<file path="config.mk">
export PLATFORM = sky130hd
export DESIGN_NAME = serial_adder4
export DESIGN_NICKNAME = d
export VERILOG_FILES = /design/src/rtl/serial_add_pkg.sv /design/src/rtl/full_adder_bit.sv /design/src/rtl/serial_adder4.sv
export SDC_FILE = /design/constraint.sdc
export NUM_CORES = 1
export LEC_CHECK = 0
export ABC_AREA = 0
export ABC_CLOCK_PERIOD_IN_PS = 1750
export CELL_PAD_IN_SITES_DETAIL_PLACEMENT = 1
export CELL_PAD_IN_SITES_GLOBAL_PLACEMENT = 1
export CORE_ASPECT_RATIO = 0.6
export CORE_MARGIN = 2
export CORE_UTILIZATION = 25
export DETAILED_ROUTE_END_ITERATION = 12
export DONT_BUFFER_PORTS = 1
export GPL_ROUTABILITY_DRIVEN = 0
export PLACE_DENSITY = 0.43
export SLEW_MARGIN = 20
export SYNTH_ARGS = -nofsm -noshare
export SYNTH_HDL_FRONTEND = slang
export SYNTH_HIERARCHICAL = 1
export SYNTH_SLANG_ARGS = --single-unit
</file>
<file path="constraint.sdc">
create_clock -name clk -period 1.75 [get_ports clk]
set_input_delay 0.175 -clock clk [delete_from_list [all_inputs] [get_ports clk]]
set_output_delay 0.175 -clock clk [all_outputs]
set_load 0.005 [all_outputs]
</file>
<file path="src/rtl/serial_add_pkg.sv">
// -----------------------------------------------------------------------------
// serial_add_pkg
// Shared types and constants for the bit-serial adder.
//   state_t    : controller states (IDLE, RUN, DONE)
//   DEF_WIDTH  : default operand/sum width
//   CNT_W      : bit-counter width for the default width
//   cnt_width(): bit-counter width for an arbitrary width (minimum 1 bit)
// -----------------------------------------------------------------------------
package serial_add_pkg;

  localparam int DEF_WIDTH = 4;
  localparam int CNT_W     = $clog2(DEF_WIDTH);

  typedef enum logic [1:0] {
    IDLE = 2'd0,
    RUN  = 2'd1,
    DONE = 2'd2
  } state_t;

  function automatic int cnt_width(input int w);
    return (w < 2) ? 1 : $clog2(w);
  endfunction

endpackage

</file>
<file path="src/rtl/full_adder_bit.sv">
// -----------------------------------------------------------------------------
// full_adder_bit
// Single combinational full-adder cell used by the serial datapath.
//   x, y : operand bits
//   ci   : carry in
//   s    : sum bit
//   co   : carry out (majority of x, y, ci)
// -----------------------------------------------------------------------------
module full_adder_bit (
  input  logic x,
  input  logic y,
  input  logic ci,
  output logic s,
  output logic co
);

  assign s  = x ^ y ^ ci;
  assign co = (x & y) | (x & ci) | (y & ci);

endmodule

</file>
<file path="src/rtl/serial_adder4.sv">
// -----------------------------------------------------------------------------
// serial_adder4
// Bit-serial, LSB-first adder. Operands and carry-in are captured on an
// accepted start; one bit is added per clock through a single full-adder
// cell; the registered sum, carry-out and signed overflow are published
// together with a one-cycle done pulse.
//
// Optional build macro SERIAL_SUB_MODE_EN adds the 'sub' input: when set at
// start, b is inverted and the carry is seeded with 1, giving a - b.
//
// Ports:
//   clk   : clock, rising edge
//   rst   : synchronous active-high reset
//   start : request, sampled only in IDLE
//   a, b  : WIDTH-bit operands, captured on accepted start
//   cin   : carry-in, captured on accepted start
//   sub   : (SERIAL_SUB_MODE_EN only) subtract select
//   busy  : high in RUN and DONE
//   done  : one-cycle result-valid pulse
//   sum   : registered result, held until the next completion
//   cout  : carry out of the MSB
//   ovf   : signed overflow (carry into MSB xor carry out of MSB)
// -----------------------------------------------------------------------------
module serial_adder4
  import serial_add_pkg::*;
#(
  parameter int WIDTH = DEF_WIDTH
) (
  input  logic             clk,
  input  logic             rst,
  input  logic             start,
  input  logic [WIDTH-1:0] a,
  input  logic [WIDTH-1:0] b,
  input  logic             cin,
`ifdef SERIAL_SUB_MODE_EN
  input  logic             sub,
`endif
  output logic             busy,
  output logic             done,
  output logic [WIDTH-1:0] sum,
  output logic             cout,
  output logic             ovf
);

  localparam int CW = cnt_width(WIDTH);
  localparam logic [CW-1:0] LAST_BIT = CW'(WIDTH - 1);

  state_t           state_q, state_d;
  logic [WIDTH-1:0] a_sr, b_sr, res_sr;
  logic [WIDTH-1:0] res_next;
  logic [CW-1:0]    bitcnt;
  logic             carry;
  logic             fa_s, fa_co;
  logic [WIDTH-1:0] b_cap;
  logic             carry_cap;
  logic             last_bit;

`ifdef SERIAL_SUB_MODE_EN
  // Two's-complement subtract: a + ~b + 1, so cin is ignored in this mode.
  assign b_cap     = sub ? ~b : b;
  assign carry_cap = sub ? 1'b1 : cin;
`else
  assign b_cap     = b;
  assign carry_cap = cin;
`endif

  full_adder_bit u_fa (
    .x  (a_sr[0]),
    .y  (b_sr[0]),
    .ci (carry),
    .s  (fa_s),
    .co (fa_co)
  );

  assign last_bit = (bitcnt == LAST_BIT);
  // Result builds up from the top: after WIDTH shifts bit 0 lands at LSB.
  assign res_next = {fa_s, res_sr[WIDTH-1:1]};

  // NOTE: reset is synchronous and sampled in the clocked block, so it only
  // takes effect on a rising edge and outranks every other event there.
  always_ff @(posedge clk) begin
    if (rst) state_q <= IDLE;
    else     state_q <= state_d;
  end

  // NOTE: every output of this block is assigned a default first, so no
  // path through the case leaves a signal unassigned and no latch appears.
  always_comb begin
    state_d = state_q;
    case (state_q)
      IDLE:    if (start)    state_d = RUN;
      RUN:     if (last_bit) state_d = DONE;
      DONE:                  state_d = IDLE;
      default:               state_d = IDLE;
    endcase
  end

  assign busy = (state_q != IDLE);
  assign done = (state_q == DONE);

  // NOTE: sequential state uses non-blocking assignments so every register
  // samples the values from before this edge, regardless of statement order.
  always_ff @(posedge clk) begin
    if (rst) begin
      a_sr   <= '0;
      b_sr   <= '0;
      res_sr <= '0;
      bitcnt <= '0;
      carry  <= 1'b0;
      sum    <= '0;
      cout   <= 1'b0;
      ovf    <= 1'b0;
    end else begin
      case (state_q)
        IDLE: begin
          if (start) begin
            a_sr   <= a;
            b_sr   <= b_cap;
            carry  <= carry_cap;
            bitcnt <= '0;
            res_sr <= '0;
          end
        end
        RUN: begin
          a_sr   <= a_sr >> 1;
          b_sr   <= b_sr >> 1;
          res_sr <= res_next;
          carry  <= fa_co;
          bitcnt <= bitcnt + CW'(1);
          if (last_bit) begin
            sum  <= res_next;
            cout <= fa_co;
            // 'carry' here is the carry entering the MSB.
            ovf  <= carry ^ fa_co;
          end
        end
        default: ;
      endcase
    end
  end

endmodule

</file>
# Word-level counts from Yosys, hierarchy flattened
# Cells that the tools add are included.
# op_classes
add_sub_neg	1
bitwise	8
muxes	13
n_eq_ne	5
reduce_logical	6
# op_table
operator	count
4-bit one-hot mux with 2 select lines	3
4-bit 2-to-1 mux	3
2-bit one-hot mux with 2 select lines	2
2-bit 2-to-1 mux	3
2-bit AND reduction	3
2-bit equality test, second input constant	2
2-bit inequality test, second input constant	2
2-bit nonzero test	2
1-bit AND	3
1-bit XOR	3
2-bit by 1-bit adder with 2-bit output, second input constant	1
2-bit by 1-bit equality test with 1-bit output, second input constant	1
2-bit zero test	1
1-bit bitwise OR	2
1-bit one-hot mux with 2 select lines	1
1-bit 2-to-1 mux	1
# totals
out_inout_bits	8
wordCells	42
in_bits	12
register_bits	23

# Depth between registers and ports, before layout
# Gate-level depths: netlist of the first run.
# logic_depth
word_depth	4
depth_mapped	5
depth_no_buf	4

# Hierarchy
# Netlist of the first run, hierarchy kept.
# modules_own_cells
module	cells_per_inst	seq_area_each_um2	instances	area_per_inst_um2
serial_adder4	105	440.4	1	933.4
full_adder_bit	1	0.0	1	20.0

# Worst setup path before layout of the first run
# No wires, ideal clock.
# synth_path
path_type	register to register
startpoint	reg b_sr[0]
endpoint	reg ovf
setup_ns	0.132
path_buffers	0
setup_slack_ns	0.552
required_time_ns	1.618
t_arrival_ns	1.067
path_stages_with_launch	5
period_less_slack_ns	1.198
cell_sequence	dfxtp_1 > fa_1 > xor2_1 > nor2_1 > nor3_1
# synth_via
elab_chain_cells	4
word_cells_on_any_way	5
cone_classes	bitwise: 5
# synth_rtl
element	line_no	source
from (decl)	serial_adder4.sv:49	logic [WIDTH-1:0] a_sr, b_sr, res_sr;
from (signal assigned)	serial_adder4.sv:118	b_sr <= b_cap;
from (signal assigned)	serial_adder4.sv:126	b_sr <= b_sr >> 1;
1-bit AND	full_adder_bit.sv:18	assign co = (x & y) | (x & ci) | (y & ci);
1-bit bitwise OR	full_adder_bit.sv:18	
1-bit bitwise OR (*)	full_adder_bit.sv:18	
net fa_co	serial_adder4.sv:53	logic fa_s, fa_co;
1-bit XOR (*)	serial_adder4.sv:134	ovf <= carry ^ fa_co;
to (signal assigned)	serial_adder4.sv:134	
to (decl)	serial_adder4.sv:42	output logic ovf
# Mark *: on every way through the listed nets, which the timed path passes. The rest lies on a longest branch.
# A chain may end at the register's enable or synchronous reset.

# Worst setup path after layout of the first run
# Same ends and word-level chain as after synthesis.

==> flow_summary.yaml, run 1 <==
logic_synthesis:
  synth_enable_flop_cells: 0
  async_flop_share: 0
  synth_common_cells: "dfxtp_1, nor2_1, a21oi_1"
  synth_cell_types: 27
  synth_top_area_cell: "dfxtp_1"
  yosys.cell_count.top_type: "dfxtp_1"
  synth_ff_type: "dfxtp_1"
  yosysSeqAreaShare: 0.462
  synth_nets: 120
  synth_area_um2: 953
  yosysWarnings: 6
  postSynthAreaPerCell_um2: 8.99
  ys_top_cells_by_area: "dfxtp_1, a21oi_1, nor2_1"
  synthesis.instances: 106
  yosys_register_bits: 22
  synth_top_area_share: 0.462
routing:
  post_drt_via_cell_ratio: 5.05
  num_vias: 762
  totalWireLength_um: 2410
  wl_per_cell_um: 16.0
  ant_nets: 0
  drc: 0
  drtIter0Drc: 43
  first_pass_iters: 4
finish:
  multi_input_area_um2: 442
  fin_area_um2: 1020
  area_growth_pct: 7.22
  drive_gt1_frac: 0.0962
  final_util: 0.279
  fillCellCount: 431
  diodes: 0
  finalNetCount: 120
  seqCellArea_um2: 440
clock_tree:
  cts_tree: "done"
  ctsHtreeMaxLevel: 1
  cts_hold_buffers: 1
  clkTransAtPathRegs_ps: 80
  post_cts_buffers: 0
  clk_path_buf_depth: 2
  insertion_delay_ps: 260
  post_cts_resized: 0
  cts_inserted_buffers: 3
  root_buffer: "clkbuf_8"
  numClockSinks: 22
timing:
  fmax_mhz: 754
  hold_viol: 0
  hold_slack_ps: 66.9
  finalCritPeriodShare: 0.758
  slew_viol_final: 0
  relSlewSlack: 0.507
  rsz0062_at_grt: "no"
  tightest_slew_ps: 737
  fin_tns_setup_ps: 0
  skew_ps: 1.33
  final.min_clock_period_ps: 1330
  setup_viol: 0
worst_setup_path:
  slowest_stage: "fa_1"
  required_ps: 1870
  critPathMaxStageDelay_ps: 490
  r2r_slack_ps: 420
  start_kind: "register"
  endpoint_kind: "register"
  crit_chain: "fa_1 -> xor2_1 -> nor2_1 -> nor3_1"
  crit_fanout: 3
  critical_path_class: "reg2reg"
  arrival_ps: 1440
die:
  core_area_um2: 3660
  initial_utilization: 0.261
  num_rows: 17
  boundaryPins: 20
  die-area_um2: 4340
  die_w_um: 83.7
  die_h_um: 51.8
power:
  power_uw: 978
  powerDensity_nw_per_um2: 957
  leakagePower_nw: 0.369
  ir_drop_mv: 0.299
place:
  hpwl_um: 1720
  place_area_um2: 971
  port_buffers: 0
global_route:
  grt_pass1_vias: 774
  grt_max_degree: 19
  antenna_found_initial: 0
  grt_remaining_overflow: 0
  grtUsageTotal: 0.123
  grt_pass1_wl_um: 3960
hold_path:
  worstHoldPathType: "in2reg"
job:
  timing.max_cap.violations: 0
run_status:
  status: "completed"
[final timing paths]
| path | start | end | cells after the start |
|---|---|---|---|
| setup / recovery | b_sr[0]$_SDFFE_PP0P_ | ovf$_SDFFE_PP0P_ | 4 |
| setup reg to reg | b_sr[0]$_SDFFE_PP0P_ | ovf$_SDFFE_PP0P_ | 4 |
| hold reg to reg | sum[0]$_SDFFE_PP0P_ | sum[0]$_SDFFE_PP0P_ | 2 |
| hold / removal | a[3] | a_sr[3]$_SDFFE_PP0P_ | 2 |
[stage by stage]
stage,worst slack [ps],std cells
after floorplan,552,106
after global placement,477,147
after detailed placement,424,147
after CTS,398,151
after global routing,329,151
final,424,151
[power breakdown]
| part | switching, mW | internal, mW |
|---|---|---|
| Clock | 0.163 | 0.154 |
| Sequential | 0.0249 | 0.526 |
| Combinational | 0.0615 | 0.0491 |
| Total | 0.249 | 0.729 |
[cell type report]
class,instances,share of cell area
timing repair buffer,2,0.0171
sequential,22,0.431
clock buffer,3,0.0404
inverter,6,0.0220
multi-input combinational,71,0.432
tap,47,0.0575
[layer usage]
metal	wire, µm	GRT usage	vias to the layer above
met4	23	0.0376	0
met2	978	0.169	18
met1	1250	0.167	370
met3	165	0.0603	4
met5	0	0	-
li1	-	-	370
[critical path, delay by kind of cell (launching register included)]
kind,cells,cell delay (ps)
and+or+nand+nor,2,160
adders and majority gates,1,490
xor gates and xnor gates,1,190
DFF,1,350
[sequential cells by signal, indices dropped and copies added (netlist names)]
signal / cells
b_sr: 4
carry: 1
sum: 4
bitcnt: 2
state_q: 2
a_sr: 4
res_sr: 3
ovf: 1
cout: 1
[kinds of logic after synthesis]
group	synth area share
AND/OR/NAND/NOR	0.176
AO/OA/AOI/OAI	0.234
flip-flops	0.462
buffers and inverters	0.0748
adder cells (fa/ha/maj)	0.0341
XOR/XNOR	0.00919
multiplexers	0.0105
[placed cells by master (no fill, tap or decap), types with 3 or more instances in the layout]
cell and instances:
inv_1 4, a21oi_1 12, nand2_1 6, o221a_1 3, o22ai_1 5, dfxtp_1 22
nor3_1 3, a22oi_1 6, nand3_1 6, nor2_1 15, clkbuf_8 3
No activity file was read; power rests on OpenSTA's default activity.
==> run 2, diff against run 1 <==
- ABC_CLOCK_PERIOD_IN_PS: 1750 -> 1300
- clock period: 1.75 -> 1.3 ns (I/O delays scaled with it)
==> flow_summary.yaml, run 2 (synthesized netlist as in run 1, its figures left out) <==
timing:
  rsz0062_at_grt: "no"
  slew_viol_final: 0
  final.min_clock_period_ps: 1210
  setup_viol: 0
  relSlewSlack: 0.784
  fmax_mhz: 824
  tightest_slew_ps: 324
  hold_viol: 18
  hold_slack_ps: -74.3
  skew_ps: 5.32
  finalCritPeriodShare: 0.933
  fin_tns_setup_ps: 0
power:
  p_comb_frac: 0.114
  powerDensity_nw_per_um2: 1290
  cell_internal_pwr_mw: 1.05
  power_mw: 1.38
  leakagePower_nw: 0.400
  switching_share: 0.239
  clkPwrFrac: 0.355
  p_seq_frac: 0.531
  p_switching_uw: 330
  ir_drop_mv: 0.414
finish:
  diodes: 0
  drive_gt1_frac: 0.173
  largestRegisters: "a_sr x4, b_sr x4, sum x4"
  final_cell_mix: "dfxtp_1, nor2_1, a21oi_1"
  finalNetCount: 125
  area_growth_pct: 12.7
  final_util: 0.294
  fin_cells: 157
  final_common_cell: "dfxtp_1"
routing:
  ant_nets: 0
  wl_per_cell_um: 14.5
  totalWireLength_um: 2280
  post_drt_via_cell_ratio: 4.78
  drc: 0
  drtIter0Drc: 21
  num_vias: 750
  first_pass_iters: 4
die:
  die_h_um: 51.8
  initial_utilization: 0.261
  die_w_um: 83.7
  boundaryPins: 20
  num_rows: 17
  die-area_um2: 4340
  core_area_um2: 3660
global_route:
  grt_pass1_wl_um: 3890
  grt_pass1_vias: 766
  grtUsageTotal: 0.117
  antenna_found_initial: 0
  grt_max_degree: 23
  grt_remaining_overflow: 0
clock_tree:
  cts_inserted_buffers: 3
  post_cts_buffers: 0
  insertion_delay_ps: 260
  ctsHtreeMaxLevel: 1
  cts_tree: "done"
  numClockSinks: 22
  root_buffer: "clkbuf_8"
  clk_path_buf_depth: 2
  clkTransAtPathRegs_ps: 80
job:
  timing.max_cap.violations: 0
worst_setup_path:
  crit_chain: "fa_2 -> nor3_1 -> a2111oi_2"
  endpoint: "carry$_SDFFE_PP0P_"
  crit_fanout: 3
  r2r_start: "b_sr[0]$_SDFFE_PP0P_"
  endpoint_kind: "register"
  required_ps: 1450
  critical_path_class: "reg2reg"
  crit_path_start: "b_sr[0]$_SDFFE_PP0P_"
  r2r_slack_ps: 90
  r2r_cells: 3
  arrival_ps: 1360
  r2r-end: "carry$_SDFFE_PP0P_"
  slowest_stage: "fa_2"
  critPathMaxStageDelay_ps: 430
  start_kind: "register"
run_status:
  violations: "negative hold slack"
  status: "finished with violations"
hold_path:
  worstHoldPathType: "in2reg"
place:
  hpwl_um: 1710
  port_buffers: 0
  place_inst: 153
[run 2: cell types whose count changed in the layout (fill, tap and decap cells not counted), sizes merged]
cell / before / now
buf: 1 / 7
clkbuf: 3 / 4
dlygate4sd3: 1 / 0
[run 2: through the flow]
stage | worst slack (ps) | area, µm² | hold WS (ps)
final | 86.9 | 1070 | -74.3
after detailed placement | 40.9 | 1020 | 205
after global placement | 78.4 | 1020 | 204
after CTS | 27.5 | 1070 | -82.4
after floorplan | 102 | 953 | 199
after global routing | 8.29 | 1070 | -89.5
[run 2: power groups by stage]
| stage | logic (mW) | clock network, mW | registers [mW] |
|---|---|---|---|
| CTS | 0.157 | 0.516 | 0.735 |
| global placement | 0.155 | 0 | 0.749 |
| detailed placement | 0.155 | 0 | 0.751 |
| global route | 0.179 | 0.534 | 0.742 |
| finish | 0.157 | 0.491 | 0.735 |
| floorplan | 0.138 | 0 | 0.743 |
[run 2: worst max-delay path, delay by kind of cell, from the launching register on]
kind	cells	cell delay, ps
DFF	1	350
adders and majority gates	1	430
AOI/OAI and AO/OA	1	80
and+or+nand+nor	1	240
[run 2: timing repair]
action                                 in CTS  in global routing
gates resized for setup                     0                  2
endpoints found under the hold margin      18                 18
setup endpoints to repair                   0                  3
[run 2: layout make-up]
class / instances / area (µm²)
Fill cell: 444 / 2580
Sequential cell: 22 / 442
Inverter: 6 / 22.5
Clock buffer: 4 / 55.1
Tap cell: 47 / 58.8
Multi-Input combinational cell: 71 / 444
Timing Repair Buffer: 7 / 52.6
[run 2: how the worst min path moves through the flow]
stage                     from                  end  cells after the start
after floorplan            rst   carry$_SDFFE_PP0P_                      1
after global placement     rst   carry$_SDFFE_PP0P_                      1
after detailed placement   rst    cout$_SDFFE_PP0P_                      1
after CTS                  rst    cout$_SDFFE_PP0P_                      1
after global routing       rst  sum[0]$_SDFFE_PP0P_                      1
final                      rst    cout$_SDFFE_PP0P_                      1
[run 2: routing by layer]
metal  up-vias  GRT usage  share of wire
met2        15      0.177           0.40
met3         4     0.0476          0.058
li1        384          -              -
met5         -          0              0
met4         0     0.0242         0.0066
met1       347      0.158           0.53
==> run 3, diff against run 2 <==
- REMOVE_ABC_BUFFERS: unset -> 1
==> flow_summary.yaml, run 3 (synthesized netlist as in run 1, its figures left out) <==
clock_tree:
  clk_path_buf_depth: 2
  clkTransAtPathRegs_ps: 90
  cts_inserted_buffers: 3
  root_buffer: "clkbuf_8"
  numClockSinks: 22
  post_cts_buffers: 0
  cts_tree: "done"
  ctsHtreeMaxLevel: 1
  insertion_delay_ps: 280
global_route:
  antenna_found_initial: 0
  grt_max_degree: 19
  grtUsageTotal: 0.127
  grt_remaining_overflow: 0
  grt_pass1_vias: 779
  grt_pass1_wl_um: 4130
run_status:
  status: "completed"
timing:
  relSlewSlack: 0.496
  setup_viol: 0
  finalCritPeriodShare: 0.922
  tightest_slew_ps: 753
  hold_viol: 0
  fmax_mhz: 834
  final.min_clock_period_ps: 1200
  rsz0062_at_grt: "no"
  slew_viol_final: 0
  skew_ps: 8.77
  fin_tns_setup_ps: 0
routing:
  wl_per_cell_um: 16.0
  ant_nets: 0
  drc: 0
  first_pass_iters: 4
  totalWireLength_um: 2510
  post_drt_via_cell_ratio: 4.97
  drtIter0Drc: 31
  num_vias: 780
finish:
  final_util: 0.300
  diodes: 0
  seqCellArea_um2: 444
  multi_input_area_um2: 444
  fillCellCount: 424
  drive_gt1_frac: 0.182
  final_common_cell: "dfxtp_1"
  area_growth_pct: 15.0
  largestRegisters: "a_sr x4, b_sr x4, sum x4"
  fin_cells: 157
  fin_area_um2: 1100
  final_cell_mix: "dfxtp_1, nor2_1, a21oi_1"
  finalNetCount: 125
worst_setup_path:
  required_ps: 1440
  r2r_slack_ps: 100
  critPathMaxStageDelay_ps: 410
  arrival_ps: 1340
  crit_chain: "fa_2 -> xor2_1 -> nor2_1 -> nor3_1"
  r2r_start: "b_sr[0]$_SDFFE_PP0P_"
  path_buf_inv: 0
  slowest_stage: "fa_2"
  critical_path_class: "reg2reg"
  r2r-end: "ovf$_SDFFE_PP0P_"
  endpoint_kind: "register"
  crit_fanout: 3
  start_kind: "register"
  r2r_cells: 4
  crit_family: "adder cells"
die:
  core_area_um2: 3660
  die_h_um: 51.8
  initial_utilization: 0.261
  die_w_um: 83.7
  die-area_um2: 4340
  boundaryPins: 20
  num_rows: 17
hold_path:
  hold_end: "b_sr[3]$_SDFFE_PP0P_"
  hp-start: "b[3]"
  worstHoldPathType: "in2reg"
  hold_depth: 2
place:
  hpwl_um: 1760
  place_inst: 152
  place_area_um2: 1010
  port_buffers: 0
power:
  ir_drop_mv: 0.430
  leakagePower_nw: 0.408
  powerDensity_nw_per_um2: 1430
job:
  timing.max_cap.violations: 0
==> run 3: changes by cell type in the layout (fill, tap and decap cells not counted) <==
cell / change
bufinv_16: +1
dfxtp_1: -2
dfxtp_2: +2
dlygate4sd3_1: +1
clkbuf_8: -1
buf_4: -1
==> run 3: metrics by stage <==
stage / power [mW] / hold slack [ps] / setup WS, ps
2_1_floorplan: 0.857 / 199 / 108
3_3_place_gp: 0.902 / 203 / 86.1
3_5_place_dp: 0.909 / 205 / 47.9
4_1_cts: 1.60 / 1.42 / 2.59
5_1_grt: 1.65 / 1.74 / 1.74
6_report: 1.57 / 9.77 / 102
==> run 3: worst max path at each step <==
stage / startpoint / to / slack, ps / depth (start not counted)
after CTS: b_sr[0]$_SDFFE_PP0P_ / ovf$_SDFFE_PP0P_ / 3 / 4
after global placement: b_sr[0]$_SDFFE_PP0P_ / carry$_SDFFE_PP0P_ / 90 / 3
after global routing: b_sr[0]$_SDFFE_PP0P_ / res_sr[3]$_SDFFE_PP0P_ / 2 / 3
final: b_sr[0]$_SDFFE_PP0P_ / ovf$_SDFFE_PP0P_ / 100 / 4
after detailed placement: b_sr[0]$_SDFFE_PP0P_ / carry$_SDFFE_PP0P_ / 50 / 3
after floorplan: b_sr[0]$_SDFFE_PP0P_ / carry$_SDFFE_PP0P_ / 110 / 3
==> run 3: area by class of cell <==
type                            instances  share of cell area
Timing Repair Buffer                    7              0.0502
Inverter                                6              0.0205
Clock inverter                          1              0.0274
Multi-Input combinational cell         71               0.405
Tap cell                               47              0.0537
Clock buffer                            3              0.0377
Sequential cell                        22               0.405
==> run 3: per-layer routing <==
layer,GRT usage,part of all wire
met1,0.175,0.53
met2,0.185,0.41
met3,0.0476,0.044
met4,0.0403,0.011
met5,0,0
==> run 3: power breakdown <==
| part | switching, mW | internal (mW) | total (mW) |
|---|---|---|---|
| registers | 0.0277 | 0.709 | 0.737 |
| clock network | 0.248 | 0.412 | 0.660 |
| logic | 0.0931 | 0.0777 | 0.171 |
| total | 0.369 | 1.20 | 1.57 |
==> run 3: worst register-to-register path: stages (launching register included) <==
cell and delay [ps]:
dfxtp_2 350, fa_2 410, xor2_1 170, nor2_1 90, nor3_1 50
==> run 3: timing repair <==
action / CTS / global route
resized for setup: 0 / 4
endpoints found under the setup margin: 0 / 5
hold buffers: 1 / 0
endpoints found under the hold margin: 18 / 0
